$ cat src/rtl/reg_write_arbiter_if.sv
// Requester-side bus of the shared-register write arbiter: per-requester
// write requests, data and lock requests in, grant/ack/owner/contents out.
interface reg_write_arbiter_if #(
    parameter int WIDTH = 8
);
    logic [3:0]         req;
    logic [4*WIDTH-1:0] wdata;
    logic [3:0]         lock;
    logic [3:0]         grant;
    logic               ack;
    logic [1:0]         owner;
    logic [WIDTH-1:0]   dout;

    // Producer side: drives requests and data, observes the handshake.
    modport master (
        output req, wdata, lock,
        input  grant, ack, owner, dout
    );

    // Arbiter side: samples requests, returns grant and register contents.
    modport slave (
        input  req, wdata, lock,
        output grant, ack, owner, dout
    );
endinterface

$ cat src/rtl/reg_write_arbiter.sv
// Round-robin write arbiter sharing one WIDTH-bit holding register between
// four requesters. A requester whose grant bit is high is masked for that
// cycle, so one req/grant handshake produces exactly one write.
// Optional feature: define REG_ARB_LOCK_EN to let a winner holding its lock
// bit keep exclusive ownership (LOCKED state) until it drops the lock.
module reg_write_arbiter #(
    parameter int WIDTH = 8
) (
    input logic               clk,
    input logic               reset,
    reg_write_arbiter_if.slave bus
);

    typedef enum logic [1:0] {
        IDLE    = 2'd0,
        GRANTED = 2'd1,
        LOCKED  = 2'd2
    } state_t;

    state_t           state_q, state_d;
    logic [1:0]       ptr_q, ptr_d;
    logic [1:0]       owner_q, owner_d;
    logic [3:0]       grant_q, grant_d;
    logic             ack_q;
    logic [WIDTH-1:0] dout_q, dout_d;

    logic [WIDTH-1:0] slot [4];
    logic [3:0]       eligible;
    logic [1:0]       base;
    logic [1:0]       cand;
    logic [1:0]       win;
    logic             found;

`ifdef REG_ARB_LOCK_EN
    logic             stay_locked;
`else
    logic             unused_lock;
    assign unused_lock = ^bus.lock;
`endif

    // Split the packed write-data bus into one word per requester.
    always_comb begin
        for (int i = 0; i < 4; i++) begin
            slot[i] = bus.wdata[i*WIDTH +: WIDTH];
        end
    end

    // Pick the winner searching from the pointer and compute the next register values.
    always_comb begin
        eligible = bus.req & ~grant_q;
        base     = ptr_q;
        cand     = 2'd0;
        win      = 2'd0;
        found    = 1'b0;
        state_d  = IDLE;
        ptr_d    = ptr_q;
        owner_d  = owner_q;
        grant_d  = 4'b0000;
        dout_d   = dout_q;
`ifdef REG_ARB_LOCK_EN
        stay_locked = 1'b0;
        if (state_q == LOCKED) begin
            if (bus.lock[owner_q]) begin
                stay_locked = 1'b1;
                eligible    = eligible & (4'b0001 << owner_q);
            end else begin
                base = owner_q + 2'd1;
            end
        end
`endif
        for (int i = 0; i < 4; i++) begin
            cand = base + i[1:0];
            if (!found && eligible[cand]) begin
                found = 1'b1;
                win   = cand;
            end
        end
        if (found) begin
            grant_d = 4'b0001 << win;
            dout_d  = slot[win];
            owner_d = win;
            ptr_d   = win + 2'd1;
            state_d = GRANTED;
`ifdef REG_ARB_LOCK_EN
            if (bus.lock[win]) begin
                state_d = LOCKED;
                ptr_d   = ptr_q;
            end
`endif
        end else begin
`ifdef REG_ARB_LOCK_EN
            if (stay_locked) begin
                state_d = LOCKED;
            end else if (state_q == LOCKED) begin
                ptr_d = base;
            end
`endif
        end
    end

    // Register state, pointer and all outputs; reset clears everything at once.
    always_ff @(posedge clk or negedge reset) begin
        if (!reset) begin
            state_q <= IDLE;
            ptr_q   <= 2'd0;
            owner_q <= 2'd0;
            grant_q <= 4'b0000;
            ack_q   <= 1'b0;
            dout_q  <= '0;
        end else begin
            state_q <= state_d;
            ptr_q   <= ptr_d;
            owner_q <= owner_d;
            grant_q <= grant_d;
            ack_q   <= |grant_d;
            dout_q  <= dout_d;
        end
    end

    assign bus.grant = grant_q;
    assign bus.ack   = ack_q;
    assign bus.owner = owner_q;
    assign bus.dout  = dout_q;

endmodule

$ cat src/flat_wrapper.sv
// flat-port wrapper written by rule: the top's interface ports become plain ports
module reg_write_arbiter_flat 
#(
    parameter int WIDTH = 8
)
  (clk, reset, bus_req, bus_wdata, bus_lock, bus_grant, bus_ack, bus_owner, bus_dout);
  reg_write_arbiter_if #(.WIDTH(WIDTH)) bus_i ();
  input logic clk;
  input logic reset;
  input wire logic [$bits(bus_i.req)-1:0] bus_req;
  input wire logic [$bits(bus_i.wdata)-1:0] bus_wdata;
  input wire logic [$bits(bus_i.lock)-1:0] bus_lock;
  output wire logic [$bits(bus_i.grant)-1:0] bus_grant;
  output wire logic [$bits(bus_i.ack)-1:0] bus_ack;
  output wire logic [$bits(bus_i.owner)-1:0] bus_owner;
  output wire logic [$bits(bus_i.dout)-1:0] bus_dout;
  assign bus_i.req = bus_req;
  assign bus_i.wdata = bus_wdata;
  assign bus_i.lock = bus_lock;
  assign bus_grant = bus_i.grant;
  assign bus_ack = bus_i.ack;
  assign bus_owner = bus_i.owner;
  assign bus_dout = bus_i.dout;
  reg_write_arbiter #(.WIDTH(WIDTH)) u_core (.clk(clk), .reset(reset), .bus(bus_i));
endmodule
$ cat config.mk
export PLATFORM = sky130hd
export DESIGN_NAME = reg_write_arbiter_flat
export DESIGN_NICKNAME = d
export VERILOG_FILES = /design/src/rtl/reg_write_arbiter_if.sv /design/src/rtl/reg_write_arbiter.sv /design/src/flat_wrapper.sv
export SDC_FILE = /design/constraint.sdc
export NUM_CORES = 1
export LEC_CHECK = 0
export BUFFER_PORTS_ARGS = -buffer_cell sky130_fd_sc_hd__buf_2
export CORE_MARGIN = 3
export CORE_UTILIZATION = 41
export DETAILED_ROUTE_END_ITERATION = 16
export PLACE_DENSITY = 0.76
export REMOVE_ABC_BUFFERS = 1
export SYNTH_ARGS = -nofsm -noshare
export SYNTH_HDL_FRONTEND = slang
export SYNTH_SLANG_ARGS = --single-unit
$ cat constraint.sdc
create_clock -name clk -period 1.8 [get_ports clk]
set_input_delay 0.18 -clock clk [delete_from_list [all_inputs] [get_ports clk]]
set_output_delay 0.18 -clock clk [all_outputs]
set_load 0.01 [all_outputs]
# Yosys cells after proc, flatten, opt, wreduce, memory -nomap -nowiden
# Index checks and enable logic that the tools add are counted.
[totals]
register_bits = 17
input_bits = 42
out_inout_bits = 15
word_cells = 45
[classes]
n_addsub = 4
magnitude_cmp = 5
shifts = 1
muxes = 20
n_bitwise = 3
n_reduce_logical = 7
[op_table]
columns = ["op", "count"]
rows = [
  ["binary-select mux 8 bit (select 2 bit)", 1],
  ["two-way mux 8 bit", 2],
  ["< comparator 2 x 3 -> 1 bit (second input constant)", 4],
  ["binary-select mux 1 bit (select 2 bit)", 4],
  ["two-way mux 1 bit", 8],
  ["two-way mux 2 bit", 4],
  ["adder 2 x 1 -> 2 bit (second input constant)", 2],
  ["adder 2 bit (second input constant)", 2],
  ["AND 4 bit", 1],
  ["two-way mux 4 bit", 1],
  ["NOT 4 bit", 1],
  ["OR reduction 4 bit", 1],
  ["<< shifter 1 x 2 -> 4 bit (first input constant)", 1],
  ["greater-or-equal comparator 3 bit (second input constant)", 1],
  ["logical AND 1 bit", 3],
  ["zero test 1 bit", 3],
  ["NOT 2 -> 3 bit", 1],
]

# Longest topological paths before layout
# Gate-level depths: netlist of run 1.
[logic_depth]
word_depth = 18
mapped_depth = 6
mapped_depth_nobuf = 5

# Least setup slack after synthesis of run 1
# Ideal clock, no wire load.
[synth_path]
path_kind = "register to register"
startpoint = "reg u_core.grant_q[2] (netlist: u_core.bus.grant[2])"
endpoint = "reg u_core.ptr_q[1] (netlist: u_core.base[1])"
setup_ps = 131
arrival_time_ps = 1523
t_required_ps = 1669
setup_slack_ps = 146
path_stages_with_launch = 6
n_path_buf = 0
synth_period_minus_slack_ps = 1654
path_cell_list = "dfrtp_1 nand2b_1 o21ai_0 o22ai_2 nor2b_1 or3_1"
[synth_via]
elab_chain_cells = 15
elab_cells_between_ends = 25
classes_between = "add/sub (1); mux (16); bitwise (2); reduce/logical (6)"
[synth_lines]
columns = ["element", "line", "text"]
rows = [
  ["start, declared", "reg_write_arbiter.sv:23", "logic [3:0] grant_q, grant_d;"],
  ["start signal, assigned", "reg_write_arbiter.sv:114", "grant_q <= grant_d;"],
  ["NOT 4 bit *", "reg_write_arbiter.sv:50", "eligible = bus.req & ~grant_q;"],
  ["AND 4 bit *", "reg_write_arbiter.sv:50", ""],
  ["binary-select mux 1 bit (select 2 bit)", "reg_write_arbiter.sv:73", "if (!found && eligible[cand]) begin"],
  ["two-way mux 1 bit (implied by the code)", "reg_write_arbiter.sv:73", ""],
  ["two-way mux 1 bit", "reg_write_arbiter.sv:73", ""],
  ["zero test 1 bit", "reg_write_arbiter.sv:73", ""],
  ["logical AND 1 bit", "reg_write_arbiter.sv:73", ""],
  ["two-way mux 1 bit", "reg_write_arbiter.sv:73", ""],
  ["zero test 1 bit", "reg_write_arbiter.sv:73", ""],
  ["logical AND 1 bit", "reg_write_arbiter.sv:73", ""],
  ["two-way mux 1 bit", "reg_write_arbiter.sv:73", ""],
  ["zero test 1 bit", "reg_write_arbiter.sv:73", ""],
  ["logical AND 1 bit", "reg_write_arbiter.sv:73", ""],
  ["two-way mux 2 bit", "reg_write_arbiter.sv:73", ""],
  ["adder 2 x 1 -> 2 bit", "reg_write_arbiter.sv:82", "ptr_d = win + 2'd1;"],
  ["end signal, assigned", "reg_write_arbiter.sv:112", "ptr_q <= ptr_d;"],
  ["end, declared", "reg_write_arbiter.sv:21", "logic [1:0] ptr_q, ptr_d;"],
]
# Mark *: on every way between the ends. The rest lies on a longest branch, timed or not. The select of a mux whose other input is x is not followed.
# A chain may end at the register's enable or synchronous reset.

# Worst setup path in the final report of run 1
[layout_path]
startpoint = "reg u_core.ptr_q[1] (netlist: u_core.base[1])"
endpoint = "reg u_core.dout_q[1] (netlist: u_core.bus.dout[1])"
[layout_via]
elab_chain_cells = 16
elab_cells_between_ends = 29
classes_between = "add/sub (3); mux (19); bitwise (1); reduce/logical (6)"
[layout_lines]
columns = ["element", "line", "text"]
rows = [
  ["branches (longest 16 deep; another with adder 2 x 1 -> 2 bit)", "n/a", ""],
  ["end signal, assigned", "reg_write_arbiter.sv:116", "dout_q <= dout_d;"],
  ["end, declared", "reg_write_arbiter.sv:25", "logic [WIDTH-1:0] dout_q, dout_d;"],
]
# Parallel ways; which one is timed is not known. The select of a mux whose other input is x is not followed.

==> flow_summary.rst, run 1 <==
.. list-table::
   :header-rows: 1

   * - Metric
     - Value
   * - Run status
     - finished clean
   * - Number of buffers on the longest clock path
     - 2
   * - Final Hold Viols
     - 0
   * - Most used standard cell by instance count after synthesis
     - sky130_fd_sc_hd__dfrtp_1
   * - TritonCTS Buffers
     - 3
   * - Number of nets in the layout
     - 202
   * - CTS tree
     - yes
   * - Biggest area contributors in the synthesized netlist
     - sky130_fd_sc_hd__dfrtp_1 (43%), sky130_fd_sc_hd__mux2i_1 (8.1%), sky130_fd_sc_hd__a221oi_1 (7.1%)
   * - Fraction of final layout cells sized beyond drive strength 1
     - 0.5346
   * - Mean Syn Cell Area
     - around 11 µm²
   * - Post-synthesis cell type with the largest combined area
     - sky130_fd_sc_hd__dfrtp_1
   * - Post-Route Skew
     - 0.005276 ns
   * - Minimum setup slack among reg-to-reg paths
     - between 0.06 and 0.07 ns
   * - Synthesis Warnings
     - 0
   * - Area share of the largest cell type after synthesis
     - 0.4293
   * - Wire length of the first global-routing pass
     - 4064 µm
   * - Count of pins over their slew limit
     - 0
   * - Worst setup path startpoint
     - u_core.base[1]
   * - Die Y-Extent
     - 55.16 µm
   * - DIE WIDTH
     - around 55 µm
   * - Fillcell total
     - 184
   * - Placer Congestion
     - slightly above 0.9
   * - Number of DRC markers in iteration 0
     - 2
   * - Post-detailed-route count of antenna-violating nets
     - 0
   * - Maximum achievable frequency
     - 0.5768 GHz
   * - Yosys reg bits
     - 17
   * - Detail-routed net length per standard cell
     - about 15 µm
   * - Kind of critical path
     - flop to flop
   * - Antenna cells
     - 0
   * - Number of top-level pins
     - between 50 and 60
   * - Pin count of the biggest net entering global routing
     - 18
   * - Combinational Power Share
     - 0.623
   * - Post-CTS clock slew at the launch and capture registers of the worst setup and hold paths
     - 0.10 ns
   * - Worst relative slew slack
     - 0.6433
   * - Slew at the pin closest to its max-slew limit
     - 0.5346 ns
   * - Max Fanout on Critical Path
     - 14
   * - Required time of the critical path
     - 1.95 ns
   * - Launch instance of the worst min-delay path
     - bus_wdata[10]
   * - P_int
     - 1399 µW
   * - Utilization after layout
     - 0.6343
   * - Placed insts
     - 177
   * - Clock sink total
     - 17
   * - Final WL
     - 2874 µm
   * - Async set or reset register ratio after synthesis
     - 1.000
   * - Post-DP HPWL
     - 2029 µm
   * - Endpoint arrival time on the critical path
     - 1.88 ns
   * - Layout Cell Area excl Fill
     - approximately 1400 µm²
   * - Fraction of the yosys area taken by sequential cells
     - 0.4293
   * - Overall via count from detail_route
     - between 1000 and 1500
   * - Sequential cell area
     - 427.9 µm²
   * - DR vias/cell
     - around 5.4
   * - Setup-failing EPs final
     - 0
   * - Area delta synth->final
     - 44.32%
   * - Post-Place Cell Area
     - 1315 µm²
   * - Switching part of the total power
     - 0.4146
   * - Synth Flop Type
     - sky130_fd_sc_hd__dfrtp_1
   * - Type of the most critical hold path
     - input port to flop
   * - Area of the die
     - 3043 µm²
   * - Cells along the critical path
     - and2_1 > a211o_4 > nand3_4 > buf_12 > mux2i_2 > a211oi_1
   * - Number of port buffers
     - 52
   * - Overall power after layout
     - 2389 µW
   * - Pwr dens
     - 1671 nW/µm²
   * - VDD IR max
     - 0.0008571 V
   * - Number of different library cells in the post-synthesis netlist
     - 30
   * - Area of the core
     - between 2000 and 2500 µm²
   * - Category of the worst setup path launch point
     - flop
   * - Most used standard cells in the synthesized netlist
     - sky130_fd_sc_hd__dfrtp_1 (17), sky130_fd_sc_hd__nor2_1 (11)
   * - LEAKAGE
     - 0.0007166 µW
   * - Non-Filler Instances
     - 187
   * - Max-cap violation count
     - 0
   * - Multi-input gate area in the final layout
     - 545.5 µm²
   * - Worst-Skew Late Latency
     - 0.29 ns
   * - Via count of the first global-routing pass
     - about 970
   * - Clock tree root buffer cell
     - sky130_fd_sc_hd__clkbuf_4
   * - Shortest period the worst path allows
     - around 1.7 ns
   * - GRT overflow
     - 0
   * - Netlist area before placement
     - slightly below 1000 µm²
   * - Crit. End Element
     - flop
   * - Number of rows created at floorplan
     - 17
   * - Post-Route Hold Slack
     - 0.2099 ns
   * - H-tree level count
     - 1
   * - First-pass detailed-route iteration total
     - 4
   * - Net switching power of the design
     - 990.6 µW
   * - Worst path slowest cell
     - sky130_fd_sc_hd__dfrtp_2
   * - Antenna violations before repair
     - 0
   * - Clock share of power
     - 0.086
   * - Share of the cycle needed by the critical path after routing
     - 0.9632
   * - Global Route Usage Sum
     - 0.1947
   * - Share of power burned in registers
     - 0.291
   * - Number of instances in the synthesized netlist
     - between 90 and 100
   * - R2r startpoint
     - u_core.base[1]
   * - Detailed-route DRC error count
     - 0
   * - Number of enable flip-flop cells after synthesis
     - 0
   * - Starting Density
     - 0.4395
   * - Max stage delay on crit path
     - 0.46 ns
state kept, by name, indices dropped and copies added (netlist names):
name and count:
u_core.bus.owner 2, u_core.bus.grant 4, u_core.bus.ack 1, u_core.base 2, u_core.bus.dout 8
timing repair:
action | in CTS | in global routing
gates resized for setup | 3 | 9
hold buffers | 1 | 0
endpoints found under the setup margin | 6 | 9
pin swaps | 0 | 2
setup buffers | 0 | 5
endpoints found under the hold margin | 17 | 0
power by group through the flow:
stage | Combinational [µW] | Sequential (µW) | Clock, µW
2_1_floorplan | 714 | 760 | 0
3_3_place_gp | 1270 | 683 | 0
3_5_place_dp | 1310 | 697 | 0
4_1_cts | 1330 | 691 | 218
5_1_grt | 1620 | 722 | 227
6_report | 1490 | 695 | 207
critical path: cells and delay by family (launching register included):
kind | cells | cell delay, ns
AOI/OAI and AO/OA | 2 | 0.45
buffers and inverters | 1 | 0.15
DFF | 1 | 0.46
muxes | 1 | 0.22
and+or+nand+nor | 2 | 0.29
path summary, 6_finish.rpt:
check / end / cells after the start
worst max-delay path: u_core.bus.dout[1] / 6
worst min-delay path: u_core.bus.dout[2] / 3
worst max register to register: u_core.bus.dout[1] / 6
worst min register to register: u_core.bus.owner[0] / 2
max in group asynchronous: u_core.base[0] / 2
min in group asynchronous: u_core.bus.dout[6] / 2
cells in the final DEF, fill, tap and decap left out, types with 3 or more instances in the layout:
master                     netlist  routed
sky130_fd_sc_hd__and3_1          8       8
sky130_fd_sc_hd__a221oi_1        8       8
sky130_fd_sc_hd__o21ai_0         4       3
sky130_fd_sc_hd__a211oi_1        8       7
sky130_fd_sc_hd__nand2b_1        4       3
sky130_fd_sc_hd__dfrtp_1        17      15
sky130_fd_sc_hd__buf_4           0      11
sky130_fd_sc_hd__clkbuf_4        0       3
sky130_fd_sc_hd__nor2_1         11      11
sky130_fd_sc_hd__buf_2           1      52
sky130_fd_sc_hd__mux2i_1         8       7
logic make-up after synthesis:
kind of cell / Yosys count / share of synthesized area
buffers and inverters: 7 / 0.05554
AOI/OAI and AO/OA: 26 / 0.2184
DFF: 17 / 0.4293
and+or+nand+nor: 35 / 0.2159
muxes: 8 / 0.08081
per-layer routing:
layer | share of wire | GRT usage | wire, µm | vias to the layer above
li1 | - | - | - | 486
met1 | 0.41 | 0.2148 | 1174 | 465
met2 | 0.48 | 0.3504 | 1392 | 45
met3 | 0.075 | 0.02681 | 216 | 8
met4 | 0.031 | 0.1174 | 90 | 0
met5 | 0 | 0 | 0 | -
per-stage QoR:
step           worst slack (ns)    TNS, ns
3_5_place_dp           -0.01272   -0.01752
5_1_grt                -0.04621    -0.2339
3_3_place_gp            0.06676          0
2_1_floorplan         -0.003614  -0.003614
6_report                0.06617          0
4_1_cts                0.005724          0
layout make-up:
cell class,instances,share of cell area
Inverter,3,0.007874
Timing Repair Buffer,66,0.2686
Clock buffer,4,0.01837
Tap cell,28,0.02450
Sequential cell,17,0.2992
Multi-Input combinational cell,69,0.3815
Note: power is estimated with default switching activity, not from simulation.
==> run 2, diff against run 1 <==
--- a/config.mk
+++ b/config.mk
@@ -6,10 +6,12 @@
 export NUM_CORES = 1
 export LEC_CHECK = 0
 export BUFFER_PORTS_ARGS = -buffer_cell sky130_fd_sc_hd__buf_2
+export CORE_ASPECT_RATIO = 1.2
 export CORE_MARGIN = 3
 export CORE_UTILIZATION = 41
 export DETAILED_ROUTE_END_ITERATION = 16
-export PLACE_DENSITY = 0.76
+export PLACE_DENSITY = 0.84
+export RECOVER_POWER = 25
 export REMOVE_ABC_BUFFERS = 1
 export SYNTH_ARGS = -nofsm -noshare
 export SYNTH_HDL_FRONTEND = slang
==> run 2 against run 1 <==
Worst setup slack better by 0.017 ns. Cell count down 2.1%. Design area down 4.4%. Wire length down 11%. First-iteration DRC count rose to 5.0 times the previous value. Critical path depth unchanged. Register-to-register slack better by 0.02 ns. Core utilization down 0.83 points. Non-clock buffer count down 6. Critical path type unchanged.
==> flow_summary.rst, run 2 (synthesis gave the netlist of run 1 again) <==
.. list-table::
   :header-rows: 1

   * - Metric
     - Value
   * - H-tree level count
     - 1 (unchanged)
   * - Antenna cells
     - 0 (unchanged)
   * - Share of power burned in registers
     - 0.312 (was 0.291)
   * - Worst path slowest cell
     - sky130_fd_sc_hd__dfrtp_1 (was sky130_fd_sc_hd__dfrtp_2)
   * - Clock tree root buffer cell
     - sky130_fd_sc_hd__clkbuf_4 (unchanged)
   * - GRT overflow
     - 0 (unchanged)
   * - Via count of the first global-routing pass
     - 1006 (was 968)
   * - Worst relative slew slack
     - 0.4105 (was 0.6433)
   * - TritonCTS Buffers
     - 3 (unchanged)
   * - Type of the most critical hold path
     - input port to flop (unchanged)
   * - CTS tree
     - yes (unchanged)
   * - Shortest period the worst path allows
     - 1.716 ns (was 1.734 ns)
   * - Endpoint arrival time on the critical path
     - 1.89 ns (was 1.88 ns)
   * - Combinational Power Share
     - 0.593 (was 0.623)
   * - Utilization after layout
     - 0.6260 (was 0.6343)
   * - Global Route Usage Sum
     - 0.1861 (was 0.1947)
   * - Launch instance of the worst min-delay path
     - bus_wdata[10] (unchanged)
   * - Antenna violations before repair
     - 0 (unchanged)
   * - DIE WIDTH
     - 50.88 µm (was 55.16 µm)
   * - Number of rows created at floorplan
     - 18 (was 17)
   * - Category of the worst setup path launch point
     - flop (unchanged)
   * - Maximum achievable frequency
     - 0.5826 GHz (was 0.5768 GHz)
   * - Post-detailed-route count of antenna-violating nets
     - 0 (unchanged)
   * - Overall via count from detail_route
     - 987 (was 1004)
   * - Wire length of the first global-routing pass
     - 4202 µm (was 4064 µm)
   * - Die Y-Extent
     - 59.86 µm (was 55.16 µm)
   * - GRT busiest layer
     - met2 (unchanged)
   * - Buffers inserted during post-CTS setup optimization
     - 0 (unchanged)
   * - Worst-Skew Late Latency
     - 0.30 ns (was 0.29 ns)
   * - Fraction of final layout cells sized beyond drive strength 1
     - 0.4967 (was 0.5346)
   * - Area of the die
     - 3045 µm² (was 3043 µm²)
   * - Setup-failing EPs final
     - 0 (unchanged)
   * - Top library cells by usage in the layout, fill and taps aside
     - sky130_fd_sc_hd__buf_2 (51), sky130_fd_sc_hd__dfrtp_1 (16), sky130_fd_sc_hd__nor2_1 (11) (was sky130_fd_sc_hd__buf_2 (52), sky130_fd_sc_hd__dfrtp_1 (15), sky130_fd_sc_hd__nor2_1 (11), sky130_fd_sc_hd__buf_4 (11))
   * - Placer Congestion
     - 0.7883 (was 0.9097)
   * - Kind of critical path
     - flop to flop (unchanged)
   * - First-pass detailed-route iteration total
     - 4 (unchanged)
   * - Met2 usage
     - 0.3377 (was 0.3504)
   * - Switching part of the total power
     - 0.4217 (was 0.4146)
   * - P_int
     - 1290 µW (was 1399 µW)
   * - DR vias/cell
     - 5.393 (was 5.369)
   * - Pin count of the biggest net entering global routing
     - 18 (unchanged)
   * - Area of the core
     - 2185 µm² (was 2255 µm²)
   * - Slew at the pin closest to its max-slew limit
     - 0.8842 ns (was 0.5346 ns)
   * - Starting Density
     - 0.4536 (was 0.4395)
   * - Final Hold Viols
     - 0 (unchanged)
   * - Max Fanout on Critical Path
     - 12 (was 14)
   * - Commonest non-fill, non-tap cell in the layout
     - sky130_fd_sc_hd__buf_2 (unchanged)
   * - Number of buffers on the longest clock path
     - 2 (unchanged)
   * - Max stage delay on crit path
     - 0.38 ns (was 0.46 ns)
   * - LEAKAGE
     - 0.0006815 µW (was 0.0007166 µW)
   * - VDD IR max
     - 0.001024 V (was 0.0008571 V)
   * - Number of top-level pins
     - 57 (unchanged)
   * - Max reg flops
     - 8 (unchanged)
   * - Number of DRC markers in iteration 0
     - 10 (was 2)
   * - Crit. End Element
     - flop (unchanged)
   * - Max-cap violation count
     - 0 (unchanged)
   * - Run status
     - finished clean (unchanged)
   * - Pwr dens
     - 1632 nW/µm² (was 1671 nW/µm²)
   * - Post-CTS clock slew at the launch and capture registers of the worst setup and hold paths
     - 0.10 ns (about the same)
   * - Detail-routed net length per standard cell
     - 13.99 µm (was 15.37 µm)
   * - Share of the cycle needed by the critical path after routing
     - 0.9535 (was 0.9632)
   * - Final WL
     - 2560 µm (was 2874 µm)
   * - Area delta synth->final
     - 38.00% (was 44.32%)
   * - Global-route track usage on met3
     - 0.01995 (was 0.02681)
   * - Met1 track demand over resource
     - 0.2000 (was 0.2148)
   * - Number of port buffers
     - 52 (unchanged)
   * - Worst setup path startpoint
     - u_core.bus.grant[2] (was u_core.base[1])
   * - Post-Route Skew
     - 0.001894 ns (was 0.005276 ns)
   * - Fillcell total
     - 191 (was 184)
   * - Required time of the critical path
     - 1.97 ns (was 1.95 ns)
   * - Overall power after layout
     - 2231 µW (was 2389 µW)
   * - Clock share of power
     - 0.095 (was 0.086)
   * - Cells along the critical path
     - nand2b_2 > a211o_4 > nand3_4 > buf_6 > mux2i_2 > a211oi_2 (was and2_1 > a211o_4 > nand3_4 > buf_12 > mux2i_2 > a211oi_1)
   * - Count of pins over their slew limit
     - 0 (unchanged)
   * - Detailed-route DRC error count
     - 0 (unchanged)
   * - Post-DP HPWL
     - 1977 µm (was 2029 µm)
   * - R2r startpoint
     - u_core.bus.grant[2] (was u_core.base[1])
   * - Clock sink total
     - 17 (unchanged)
   * - Net switching power of the design
     - 941.0 µW (was 990.6 µW)
   * - Number of nets in the layout
     - 196 (was 202)
-- run 2: cell count changes in the layout (fill, tap and decap cells not counted), sizes merged --
cell | previous run | this run
clkbuf | 4 | 5
buf | 65 | 58
-- run 2: power groups by stage --
| stage | Combinational (µW) | Sequential (µW) | Clock [µW] |
|---|---|---|---|
| after floorplan | 714 | 760 | 0 |
| after global placement | 1220 | 682 | 0 |
| after detailed placement | 1260 | 690 | 0 |
| after CTS | 1270 | 685 | 219 |
| after global routing | 1440 | 723 | 233 |
| final | 1320 | 695 | 213 |
-- run 2: layer usage --
metal,up-vias,share of wire
met2,48,0.53
met1,463,0.38
met4,0,0.028
li1,469,-
met5,-,0
met3,7,0.063
-- run 2: path summary, 6_finish.rpt --
check | end | slack [ns] | cells past startpoint
min in group asynchronous | u_core.bus.dout[5] | 0.50 | 2
setup / recovery | u_core.bus.dout[1] | 0.08 | 6
hold reg to reg | u_core.bus.owner[0] | 0.54 | 2
max in group asynchronous | u_core.base[1] | 0.70 | 2
setup reg to reg | u_core.bus.dout[1] | 0.08 | 6
hold / removal | u_core.bus.dout[2] | 0.20 | 3
-- run 2: final cells by class --
type	count	area [µm²]	share of cell area
clock buffers	4	26.28	0.01921
inverters	3	11.26	0.008234
multi-input cells	69	540.5	0.3952
flip-flops and latches	17	426.7	0.3120
well taps	30	37.54	0.02745
repair buffers	60	325.3	0.2379
-- run 2: through the flow --
step | hold slack [ns] | setup TNS (ns) | worst slack [ns] | cell area, µm² | cells
floorplan | -0.1156 | -0.003614 | -0.003614 | 947.2 | 89
global placement | 0.1128 | 0 | 0.07121 | 1297 | 178
detailed placement | 0.1188 | -0.03749 | -0.02167 | 1297 | 178
CTS | 0.1927 | 0 | 0.02633 | 1336 | 183
global route | 0.2172 | -0.01523 | -0.006114 | 1368 | 183
finish | 0.1977 | 0 | 0.08361 | 1368 | 183
-- run 2: repair_timing --
action,CTS,global route
hold buffers,1,0
gates resized for setup,2,8
hold endpoints to repair,17,0
setup endpoints to repair,9,9
-- run 2: critical path: cells and delay by family, from the launching register on --
family	cells	cell delay (ns)
compound gates	2	0.46
simple gates	2	0.33
flops	1	0.38
buf+inv	1	0.16
mux	1	0.24
==> run 3, diff against run 2 <==
--- a/config.mk
+++ b/config.mk
@@ -5,12 +5,14 @@
 export SDC_FILE = /design/constraint.sdc
 export NUM_CORES = 1
 export LEC_CHECK = 0
+export ABC_AREA = 1
 export BUFFER_PORTS_ARGS = -buffer_cell sky130_fd_sc_hd__buf_2
 export CORE_ASPECT_RATIO = 1.2
 export CORE_MARGIN = 3
 export CORE_UTILIZATION = 41
 export DETAILED_ROUTE_END_ITERATION = 16
-export PLACE_DENSITY = 0.84
+export GPL_ROUTABILITY_DRIVEN = 0
+export PLACE_DENSITY = 0.77
 export RECOVER_POWER = 25
 export REMOVE_ABC_BUFFERS = 1
 export SYNTH_ARGS = -nofsm -noshare
==> run 3 against run 2 <==
The run now ends with negative setup slack left. Highest routed layer unchanged. Combinational power rose to 3.3 times the previous value. Cell count grew 79%. Register-to-register slack lost 0.18 ns. First-iteration DRC count rose to 4.9 times the previous value. Worst setup slack worse by 0.18 ns. Die area increased by 39%. Sequential power is 6.5% higher. Clock skew increased by 0.0018 ns. Critical path depth up 8. Design area rose by 54%. Sequential share of layout area down 11 points. Via count is 63% higher. Largest cell class unchanged. Largest power group unchanged.
==> flow_summary.rst, run 3 <==
.. list-table::
   :header-rows: 1

   * - Metric
     - Value
   * - Crit. End Element
     - flop (unchanged)
   * - Number of nets in the layout
     - 334 (was 196)
   * - Detailed-route DRC error count
     - 0 (unchanged)
   * - Launch instance of the worst min-delay path
     - bus_wdata[5] (was bus_wdata[10])
   * - Netlist area before placement
     - 1433 µm² (was 991.0 µm²)
   * - Synthesis Warnings
     - 0 (unchanged)
   * - Shortest period the worst path allows
     - 1.899 ns (was 1.716 ns)
   * - Wire length of the first global-routing pass
     - 5692 µm (was 4202 µm)
   * - Most used standard cell by instance count after synthesis
     - sky130_fd_sc_hd__nand2_1 (was sky130_fd_sc_hd__dfrtp_1)
   * - Max-cap violation count
     - 0 (unchanged)
   * - Die Y-Extent
     - 70.76 µm (was 59.86 µm)
   * - First-pass detailed-route iteration total
     - 4 (unchanged)
   * - Slew at the pin closest to its max-slew limit
     - 0.8623 ns (was 0.8842 ns)
   * - Post-Place Cell Area
     - 1802 µm² (was 1297 µm²)
   * - Hold endpoint
     - u_core.bus.dout[5] (was u_core.bus.dout[2])
   * - Area of the die
     - 4242 µm² (was 3045 µm²)
   * - Violated checks
     - negative setup slack
   * - Worst-Skew Late Latency
     - 0.29 ns (was 0.30 ns)
   * - Post-Route Hold Slack
     - 0.2652 ns (was 0.1977 ns)
   * - Synth Flop Type
     - sky130_fd_sc_hd__dfrtp_1 (unchanged)
   * - Final Hold Viols
     - 0 (unchanged)
   * - Number of instances in the synthesized netlist
     - 213 (was 93)
   * - Via count of the first global-routing pass
     - 1404 (was 1006)
   * - Required time of the critical path
     - 1.99 ns (was 1.97 ns)
   * - Worst-case reg-to-reg path depth
     - 14 (was 6)
   * - Global Route Usage Sum
     - 0.1661 (was 0.1861)
   * - Area share of the largest cell type after synthesis
     - 0.2969 (was 0.4293)
   * - Most used standard cells in the synthesized netlist
     - sky130_fd_sc_hd__nand2_1 (69), sky130_fd_sc_hd__nand3_1 (43), sky130_fd_sc_hd__inv_1 (40), sky130_fd_sc_hd__dfrtp_1 (17), sky130_fd_sc_hd__nand2_2 (12) (was sky130_fd_sc_hd__dfrtp_1 (17), sky130_fd_sc_hd__nor2_1 (11))
   * - Worst relative slew slack
     - 0.4251 (was 0.4105)
   * - Utilization after layout
     - 0.6599 (was 0.6260)
   * - Non-Filler Instances
     - 327 (was 183)
   * - H-tree level count
     - 1 (unchanged)
   * - Hold Crit Depth
     - 7 (was 3)
   * - R2r startpoint
     - u_core.base[0] (was u_core.bus.grant[2])
   * - TritonCTS Buffers
     - 3 (unchanged)
   * - Detail-routed net length per standard cell
     - 12.18 µm (was 13.99 µm)
   * - Number of port buffers
     - 52 (unchanged)
   * - Kind of critical path
     - flop to flop (unchanged)
   * - Yosys reg bits
     - 17 (unchanged)
   * - Clock share of power
     - 0.038 (was 0.095)
   * - Setup-failing EPs final
     - 11 (was 0)
   * - Biggest area contributors in the synthesized netlist
     - sky130_fd_sc_hd__dfrtp_1 (30%), sky130_fd_sc_hd__nand2_1 (18%), sky130_fd_sc_hd__nand3_1 (15%) (was sky130_fd_sc_hd__dfrtp_1 (43%), sky130_fd_sc_hd__mux2i_1 (8.1%), sky130_fd_sc_hd__a221oi_1 (7.1%))
   * - Minimum setup slack among reg-to-reg paths
     - -0.1 ns (was 0.08 ns)
   * - Async set or reset register ratio after synthesis
     - 1.000 (unchanged)
   * - Number of enable flip-flop cells after synthesis
     - 0 (unchanged)
   * - Max reg flops
     - 8 (unchanged)
   * - Combinational Power Share
     - 0.821 (was 0.593)
   * - Count of pins over their slew limit
     - 0 (unchanged)
   * - Number of buffers on the longest clock path
     - 2 (unchanged)
   * - Overall via count from detail_route
     - 1608 (was 987)
   * - Number of different library cells in the post-synthesis netlist
     - 22 (was 30)
   * - Fraction of the yosys area taken by sequential cells
     - 0.2969 (was 0.4293)
   * - Setup repair after global routing missed its margin
     - true
   * - Pin count of the biggest net entering global routing
     - 20 (was 18)
   * - Net switching power of the design
     - 2727 µW (was 941.0 µW)
   * - Final WL
     - 3984 µm (was 2560 µm)
   * - Post-CTS clock slew at the launch and capture registers of the worst setup and hold paths
     - 0.10 ns (about the same)
   * - Antenna cells
     - 0 (unchanged)
   * - Final WS setup
     - -0.09871 ns (was 0.08361 ns)
   * - Worst setup timing slack at the placement stage
     - -0.1726 ns (was -0.02167 ns)
   * - Number of top-level pins
     - 57 (unchanged)
   * - Share of the cycle needed by the critical path after routing
     - 1.055 (was 0.9535)
   * - Commonest non-fill, non-tap cell in the layout
     - sky130_fd_sc_hd__nand2_1 (was sky130_fd_sc_hd__buf_2)
   * - Max Fanout on Critical Path
     - 9 (was 12)
   * - DR vias/cell
     - 4.917 (was 5.393)
   * - Layout Cell Area excl Fill
     - 2107 µm² (was 1368 µm²)
   * - Maximum achievable frequency
     - 0.5267 GHz (was 0.5826 GHz)
   * - GRT overflow
     - 0 (unchanged)
   * - Post-DP HPWL
     - 2594 µm (was 1977 µm)
   * - Number of rows created at floorplan
     - 22 (was 18)
   * - Area of the core
     - 3193 µm² (was 2185 µm²)
   * - Post-synthesis cell type with the largest combined area
     - sky130_fd_sc_hd__dfrtp_1 (unchanged)
   * - Placed insts
     - 314 (was 178)
   * - Mean Syn Cell Area
     - 6.726 µm² (was 10.66 µm²)
   * - Top library cells by usage in the layout, fill and taps aside
     - sky130_fd_sc_hd__nand2_1 (64), sky130_fd_sc_hd__buf_2 (51), sky130_fd_sc_hd__inv_1 (40) (was sky130_fd_sc_hd__buf_2 (51), sky130_fd_sc_hd__dfrtp_1 (16), sky130_fd_sc_hd__nor2_1 (11))
   * - Starting Density
     - 0.4487 (was 0.4536)
   * - DIE WIDTH
     - 59.96 µm (was 50.88 µm)
   * - End of the worst register-to-register path
     - u_core.bus.dout[0] (was u_core.bus.dout[1])
   * - Pwr dens
     - 2499 nW/µm² (was 1632 nW/µm²)
   * - Clock tree root buffer cell
     - sky130_fd_sc_hd__clkbuf_4 (unchanged)
   * - Post-detailed-route count of antenna-violating nets
     - 0 (unchanged)
   * - Post-Route Skew
     - 0.003717 ns (was 0.001894 ns)
   * - Category of the worst setup path launch point
     - flop (unchanged)
   * - VDD IR max
     - 0.001347 V (was 0.001024 V)
   * - CTS tree
     - yes (unchanged)
   * - Endpoint arrival time on the critical path
     - 2.09 ns (was 1.89 ns)
   * - Number of DRC markers in iteration 0
     - 49 (was 10)
   * - Fraction of final layout cells sized beyond drive strength 1
     - 0.4467 (was 0.4967)
   * - Run status
     - finished, violations left (was finished clean)
   * - Type of the most critical hold path
     - input port to flop (unchanged)
   * - P_int
     - 2539 µW (was 1290 µW)
   * - Fillcell total
     - 292 (was 191)
   * - Share of power burned in registers
     - 0.140 (was 0.312)
   * - Clock sink total
     - 17 (unchanged)
   * - Area delta synth->final
     - 47.07% (was 38.00%)
   * - LEAKAGE
     - 0.001244 µW (was 0.0006815 µW)
   * - Antenna violations before repair
     - 0 (unchanged)
   * - Switching part of the total power
     - 0.5179 (was 0.4217)
-- run 3: cell types whose count changed after synthesis, sizes merged, moves of 3 or more --
| cell | before | now |
|---|---|---|
| nand2b | 4 | 0 |
| and3 | 8 | 0 |
| nand2 | 1 | 85 |
| o21ai | 5 | 1 |
| a211oi | 8 | 0 |
| inv | 3 | 41 |
| a221oi | 8 | 0 |
| nor2 | 11 | 7 |
| nand3 | 1 | 50 |
| nor2b | 3 | 0 |
| mux2i | 8 | 0 |
-- run 3: per-stage QoR --
stage	power, µW	TNS, ns
2_1_floorplan	2929	-0.9633
3_3_place_gp	4032	-0.8896
3_5_place_dp	4110	-1.741
4_1_cts	4439	-0.004589
5_1_grt	5764	-1.900
6_report	5266	-0.4705
-- run 3: worst max-delay path, cell delays in order, from the launching register on --
cell                       delay, ns
sky130_fd_sc_hd__dfrtp_2        0.49
sky130_fd_sc_hd__clkinv_4       0.13
sky130_fd_sc_hd__nand2_2        0.06
sky130_fd_sc_hd__nand2_2        0.10
sky130_fd_sc_hd__nand3_2        0.10
sky130_fd_sc_hd__nand2_4        0.14
sky130_fd_sc_hd__nor2_4         0.06
sky130_fd_sc_hd__nor2_4         0.13
sky130_fd_sc_hd__nand2_8        0.10
sky130_fd_sc_hd__nand2_4        0.17
sky130_fd_sc_hd__nand2_2        0.05
sky130_fd_sc_hd__nand3_1        0.06
sky130_fd_sc_hd__nand2_1        0.06
sky130_fd_sc_hd__nand2_1        0.07
sky130_fd_sc_hd__nand2_1        0.06
-- run 3: final cells by class --
type | count | area [µm²] | share of cell area
clock inverters | 1 | 5.005 | 0.002375
repair buffers | 79 | 535.5 | 0.2542
clock buffers | 3 | 22.52 | 0.01069
flip-flops and latches | 17 | 426.7 | 0.2025
inverters | 43 | 170.2 | 0.08076
multi-input cells | 148 | 902.1 | 0.4281
well taps | 36 | 45.04 | 0.02138
-- run 3: power groups by stage --
stage,logic [µW],clock network [µW],registers (µW)
floorplan,2110,0,816
global placement,3290,0,741
detailed placement,3380,0,731
CTS,3510,200,731
global route,4780,218,766
finish,4320,202,740
-- run 3: repair_timing --
action | 4_1_cts | 5_1_grt
buffers inserted | 1 | 3
endpoints found under the hold margin | 17 | 0
setup endpoints to repair | 16 | 16
gates resized for setup | 7 | 29
gates cloned | 0 | 4
pin swaps | 0 | 12
hold buffers | 1 | 0
-- run 3: how the worst max path moves through the flow --
stage | startpoint | to | slack (ns)
final | u_core.base[0] | u_core.bus.dout[0] | -0.1
after global routing | u_core.base[0] | u_core.bus.dout[0] | -0.19
after CTS | u_core.base[0] | u_core.bus.dout[0] | -0.005
after detailed placement | u_core.base[0] | u_core.bus.dout[6] | -0.17
after global placement | u_core.base[0] | u_core.bus.dout[6] | -0.09
after floorplan | u_core.base[0] | u_core.bus.dout[0] | -0.09
-- run 3: logic make-up after synthesis --
logic type,Yosys count,synth area share
flops,17,0.2969
simple gates,144,0.5179
buf+inv,50,0.1764
compound gates,2,0.008732
-- run 3: metal layers --
metal	routed length [µm]	track usage	up-vias
met1	1571	0.2061	746
met2	2136	0.2897	47
li1	-	-	810
met5	0	0	-
met3	232	0.03285	5
met4	44	0.03695	0
